`config.mk`:
```
export PLATFORM = sky130hd
export DESIGN_NAME = int_ctrl_vec
export DESIGN_NICKNAME = d
export VERILOG_FILES = /design/src/rtl/int_ctrl_vec.sv
export SDC_FILE = /design/constraint.sdc
export NUM_CORES = 1
export LEC_CHECK = 0
export ABC_CLOCK_PERIOD_IN_PS = 7300
export BUFFER_PORTS_ARGS = -buffer_cell sky130_fd_sc_hd__buf_2
export CORE_UTILIZATION = 40
export CTS_CLUSTER_SIZE = 10
export DETAILED_ROUTE_END_ITERATION = 6
export GPL_ROUTABILITY_DRIVEN = 0
export PLACE_DENSITY = 0.67
export SLEW_MARGIN = 40
export SYNTH_ARGS = -nofsm -noshare
export SYNTH_HDL_FRONTEND = slang
export SYNTH_SLANG_ARGS = --single-unit
```
`constraint.sdc`:
```
create_clock -name clk -period 7.3 [get_ports clk]
set_clock_uncertainty 0.05 [all_clocks]
set_input_delay 1.825 -clock clk [delete_from_list [all_inputs] [get_ports clk]]
set_output_delay 1.825 -clock clk [all_outputs]
set_load 0.01 [all_outputs]
```
`src/rtl/int_ctrl_vec.sv`:
```
`default_nettype none
// +--------------------------------------------------------------------------+
// | Module   : int_ctrl_vec                                                  |
// | Purpose  : Vectored interrupt controller for the Nano CPU 8-bit I/O bus. |
// |            Up to 8 sources with per-channel enable, edge/level mode,     |
// |            latched pending, software set and write-1-to-clear. Fixed    |
// |            priority (lowest index wins), registered irq/irq_id to the   |
// |            CPU and an ack / in-service / EOI handshake.                  |
// | Ports    : clk, rst      clock, synchronous active-high reset            |
// |            add, data_i   bus address / write data, we write strobe      |
// |            data_o        combinational read data (0 when not decoded)   |
// |            eint          interrupt sources (synchronous to clk)         |
// |            irq, irq_id   request and requesting channel index           |
// |            irq_ack       CPU accepts current request (1-cycle pulse)    |
// |            ack           one-hot 1-cycle pulse to the accepted source   |
// |            in_svc        handler in service                             |
// | Register map (offset from BASE_ADD):                                     |
// |            +0 EN  +1 PEND(W1C)  +2 SWI(W)  +3 MODE  +4 STAT(W = EOI)    |
// | Revision : 1.0  initial release                                          |
// +--------------------------------------------------------------------------+
module int_ctrl_vec #(
  parameter int         NCH      = 3,
  parameter logic [7:0] BASE_ADD = 8'h00
) (
  input  logic           clk,
  input  logic           rst,
  input  logic [7:0]     add,
  input  logic [7:0]     data_i,
  output logic [7:0]     data_o,
  input  logic           we,
  input  logic [NCH-1:0] eint,
  output logic           irq,
  output logic [2:0]     irq_id,
  input  logic           irq_ack,
  output logic [NCH-1:0] ack,
  output logic           in_svc
);

  localparam logic [7:0] c_off_en   = 8'd0;
  localparam logic [7:0] c_off_pend = 8'd1;
  localparam logic [7:0] c_off_swi  = 8'd2;
  localparam logic [7:0] c_off_mode = 8'd3;
  localparam logic [7:0] c_off_stat = 8'd4;
  // Channels that physically exist; bits above NCH read 0 and ignore writes.
  localparam logic [7:0] c_mask     = 8'((16'd1 << NCH) - 16'd1);

  typedef enum logic [1:0] {
    S_IDLE = 2'd0,
    S_REQ  = 2'd1,
    S_SVC  = 2'd2
  } state_t;

  state_t         r_state;
  state_t         w_state_nxt;
  logic [7:0]     r_en;
  logic [7:0]     r_pend;
  logic [7:0]     r_mode;
  logic [7:0]     r_eint_q;
  logic [2:0]     r_irq_id;
  logic [NCH-1:0] r_ack;

  logic [7:0]     w_off;
  logic [7:0]     w_wdata;
  logic [7:0]     w_eint8;
  logic           w_wr_en;
  logic           w_wr_pend;
  logic           w_wr_swi;
  logic           w_wr_mode;
  logic           w_wr_stat;
  logic [7:0]     w_set;
  logic [7:0]     w_clr;
  logic [7:0]     w_req;
  logic [2:0]     w_sel;
  logic [2:0]     w_id_nxt;
  logic           w_accept;
  logic [7:0]     w_ack_clr;
  logic [NCH-1:0] w_ack_nxt;

  // ---------------- bus decode ----------------
  // Offset arithmetic wraps in 8 bits, so a block near 8'hFF still decodes.
  assign w_off     = add - BASE_ADD;
  assign w_wdata   = data_i & c_mask;
  assign w_wr_en   = we && (w_off == c_off_en);
  assign w_wr_pend = we && (w_off == c_off_pend);
  assign w_wr_swi  = we && (w_off == c_off_swi);
  assign w_wr_mode = we && (w_off == c_off_mode);
  assign w_wr_stat = we && (w_off == c_off_stat);

  always_comb begin
    w_eint8          = 8'h00;
    w_eint8[NCH-1:0] = eint;
  end

  always_comb begin
    data_o = 8'h00;
    case (w_off)
      c_off_en:   data_o = r_en;
      c_off_pend: data_o = r_pend;
      c_off_swi:  data_o = 8'h00;
      c_off_mode: data_o = r_mode;
      c_off_stat: data_o = {irq, in_svc, 3'b000, r_irq_id};
      default:    data_o = 8'h00;
    endcase
  end

  // ---------------- pending logic ----------------
  // Edge channels see a rising edge against last cycle's sample; level
  // channels set every cycle the source is high.
  assign w_set = (r_mode & w_eint8 & ~r_eint_q)
               | (~r_mode & w_eint8)
               | (w_wr_swi ? w_wdata : 8'h00);

  assign w_ack_clr = w_accept ? (8'h01 << r_irq_id) : 8'h00;
  assign w_clr     = (w_wr_pend ? w_wdata : 8'h00) | w_ack_clr;
  assign w_req     = r_pend & r_en;

  // Lowest-index requesting channel; scanning downward lets the lowest
  // set bit be the last assignment.
  always_comb begin
    w_sel = 3'd0;
    for (int i = 7; i >= 0; i--) begin
      if (w_req[i]) begin
        w_sel = 3'(i);
      end
    end
  end

  // ---------------- handshake FSM ----------------
  always_comb begin
    w_state_nxt = r_state;
    w_id_nxt    = r_irq_id;
    w_accept    = 1'b0;
    case (r_state)
      S_IDLE: begin
        if (|w_req) begin
          w_state_nxt = S_REQ;
          w_id_nxt    = w_sel;
        end
      end
      S_REQ: begin
        // irq_id stays locked here; an accept outranks a withdrawn request.
        if (irq_ack) begin
          w_state_nxt = S_SVC;
          w_accept    = 1'b1;
        end else if (!r_en[r_irq_id] || !r_pend[r_irq_id]) begin
          w_state_nxt = S_IDLE;
        end
      end
      S_SVC: begin
        if (w_wr_stat) begin
          w_state_nxt = S_IDLE;
        end
      end
      default: w_state_nxt = S_IDLE;
    endcase
  end

  always_comb begin
    w_ack_nxt = '0;
    for (int i = 0; i < NCH; i++) begin
      w_ack_nxt[i] = w_accept && (r_irq_id == 3'(i));
    end
  end

  always_ff @(posedge clk) begin
    if (rst) begin
      r_state  <= S_IDLE;
      r_en     <= 8'h00;
      r_pend   <= 8'h00;
      r_mode   <= 8'h00;
      r_eint_q <= 8'h00;
      r_irq_id <= 3'd0;
      r_ack    <= '0;
    end else begin
      r_state  <= w_state_nxt;
      r_irq_id <= w_id_nxt;
      r_ack    <= w_ack_nxt;
      r_eint_q <= w_eint8;
      // Set is ORed in last so it beats both W1C and the ack-clear.
      r_pend   <= (r_pend & ~w_clr) | w_set;
      if (w_wr_en) begin
        r_en <= w_wdata;
      end
      if (w_wr_mode) begin
        r_mode <= w_wdata;
      end
    end
  end

  assign irq    = (r_state == S_REQ);
  assign in_svc = (r_state == S_SVC);
  assign irq_id = r_irq_id;
  assign ack    = r_ack;

endmodule
`default_nettype wire

```
==> flow_summary.toml <==
[clock_tree]
clk_latency_ns = 0.30
numCtsBuffers = 3
cts_sinks = 20
htree_num_levels = 1
cts_root_buffer = "clkbuf_4"
cts_setup_buffers = 0
clkTransAtPathRegs_ns = 0.10
clockBufferDepth = 2
cts_tree = "done"
postCtsHoldBufs = 0
cts_resized = 0

[cells_and_area]
layout-drive-gt1-share_pct = 26.9
syn2layout_area_growth_pct = 14.5
antenna_cells = 0
final_nets = 170
fin_area_um2 = 1240
instances_no_fill = 175

[power_and_ir_drop]
power_density_nw_per_um2 = 146
cellLeakagePower_nw = 0.539
irDropWorstVdd_mv = 0.124

[timing]
max_freq_ghz = 0.189
setup_viol = 0
drv_slew = 0
min_period_ns = 5.30
fin_crit_sh_pct = 72.6
setup_tns_ns = 0
hold_viol = 0
rsz0062_at_grt = "no"

[drt]
drc = 0
drt_pre_antenna_iters = 4
post_drt_via_cell_ratio = 5.54
drt-wirelength-per-cell_um = 13.6
wl_mm = 2.38
drtAntennaViolNets = 0
drtIter0Drc = 26
vias = 970

[grt]
grt_overflow = 0
grt_start_max_net_pins = 21
grt_pass1_wl_mm = 3.96
grtUsageTotal_pct = 19.4
antenna_found_initial = 0
grt_pass1_vias = 840

[worst_setup_path]
critPathBufInv = 2
crit_top_cell = "buf_2"
r2r_end = "r_state[0]$_SDFFE_PP0P_"
crit_chain = "buf_2 -> or4_4 -> nor3_2 -> and3b_1 -> a22o_1 -> buf_2"
crit_type = "input port to output pin"
critPathLaunchType = "input port"
reg2reg_depth = 4
cp-end-kind = "output pin"
worstPathMaxFanout = 6
crit_family = "simple AND/OR/NAND/NOR gates"
critPathSlowestCell = "or4_4"
required_ns = 5.43
arrival_ns = 3.42
r2r-start = "irq_id[0]$_SDFFE_PP0P_"
max_stage_delay_ns = 0.59
worst-r2r-setup-slack_ns = 5.66

[die]
coreArea_um2 = 2520
die_w_um = 54.1
dieArea_um2 = 2920
ioPinCount = 39
fp-row-count = 18
start_util_pct = 43.0
fp.dieH_um = 54.1

[placed_design]
dp_cells = 172
place_area_um2 = 1220
portBuffers = 30
place_hpwl_mm = 1.74

[yosys]
yosysWarnings = 0
synth_top_area_share_pct = 36.9
synthSimpleGateAreaFrac_pct = 30.8
synthCells = 121
synth-compound-area-share_pct = 14.4
synth.area.top_cells = "dfxtp_1, mux2i_1, nor2_1, nor2b_1, nand3_1"
synth_top_family_by_area = "simple AND/OR/NAND/NOR gates"
async_flop_share_pct = 0
synth.largest_area_cell = "dfxtp_1"
synth-edff-count = 0
synth.distinct_cells = 39
syn_area_per_cell_um2 = 8.97
ys_dominant_reg_cell = "dfxtp_1"
yosys_register_bits = 20
mappedNetlistArea_um2 = 1080
ys_seq_area_share_pct = 36.9
post_synth_fa_ha_maj_area_fraction_pct = 0
synthXorXnorAreaFrac_pct = 0
synth_mux_area_share_pct = 11.3

[run]
cap_violations = 0

[run_status]
status = "complete, no violations"

[hold_path]
hp-class = "register to register"
hold_path_end = "r_pend[3]$_SDFF_PP0_"
hp-start = "r_pend[3]$_SDFF_PP0_"
hold_depth = 1
-- cells by family after synthesis --
kind of cell | after synthesis
other cells | 1
compound gates | 23
mux | 11
simple gates | 53
buf+inv | 13
flops | 20
-- layout make-up --
class / count / area, um^2
well taps: 30 / 37.5
repair buffers: 30 / 150
flip-flops and latches: 20 / 400
fillers: 262 / 1280
clock buffers: 3 / 22.5
multi-input cells: 90 / 624
inverters: 2 / 7.51
-- where the power goes --
group | switching, mW | internal (mW)
sequential | 0.00188 | 0.111
combinational | 0.0106 | 0.00798
clock | 0.0309 | 0.0192
total | 0.0434 | 0.138
-- flip-flops by register name (all words and copies together), names as in the netlist --
signal and cells:
r_pend 4, ack 3, r_eint_q 3, r_en 3, r_mode 3, irq_id 2, r_state 2
-- cell usage after synthesis, types with 2 or more instances --
master and count:
nor2b_1 5, and3b_1 2, buf_4 3, mux2i_1 10, dfxtp_1 20, nand2_1 8, clkbuf_1 7, a21oi_1 3
and2_1 3, nor2_1 12, o31ai_1 2, nand3_1 6, nor3_1 2, inv_1 2, nand3b_1 2, a21o_1 2
o21ai_0 5, a31oi_1 4, a22o_1 3
-- metrics by stage --
step | total power, mW | hold WS (ns) | utilization (%) | setup WS, ns
after floorplan | 0.127 | 0.412 | - | 2.34
after global placement | 0.133 | 0.441 | 48.4 | 2.04
after detailed placement | 0.134 | 0.437 | 48.4 | 2.01
after CTS | 0.183 | 0.458 | 49.3 | 2.01
after global routing | 0.192 | 0.466 | 49.3 | 1.92
final | 0.182 | 0.457 | 49.3 | 2.00
-- routing by layer --
| layer | wire (um) | vias up | track usage [%] |
|---|---|---|---|
| met4 | 35 | 0 | 7.69 |
| met2 | 1060 | 42 | 30.7 |
| met1 | 1110 | 434 | 24.8 |
| met3 | 170 | 4 | 5.08 |
| met5 | 0 | - | 0 |
| li1 | - | 490 | - |
-- cells in the final DEF (no fill, tap or decap), types with 2 or more instances in the layout --
cell type / instances
a21o_1: 2
a21oi_1: 3
a22o_1: 3
a31oi_1: 4
and2_1: 3
and3b_1: 2
buf_2: 30
clkbuf_4: 3
conb_1: 3
dfxtp_1: 20
inv_1: 2
mux2i_1: 10
nand2_1: 8
nand3_1: 6
nand3b_1: 2
nor2_1: 12
nor2b_1: 5
nor3_1: 2
o21ai_0: 5
o31ai_1: 2
-- worst max-delay path by stage --
stage               depth (start not counted)    from  slack, ns   endpoint
floorplan                                   5  add[5]       2.34  data_o[0]
global placement                            6  add[5]       2.04  data_o[1]
detailed placement                          6  add[5]       2.01  data_o[1]
CTS                                         6  add[5]       2.01  data_o[1]
global route                                6  add[5]       1.92  data_o[1]
finish                                      6  add[5]       2.00  data_o[1]
Note: power is estimated with default switching activity, not from simulation.
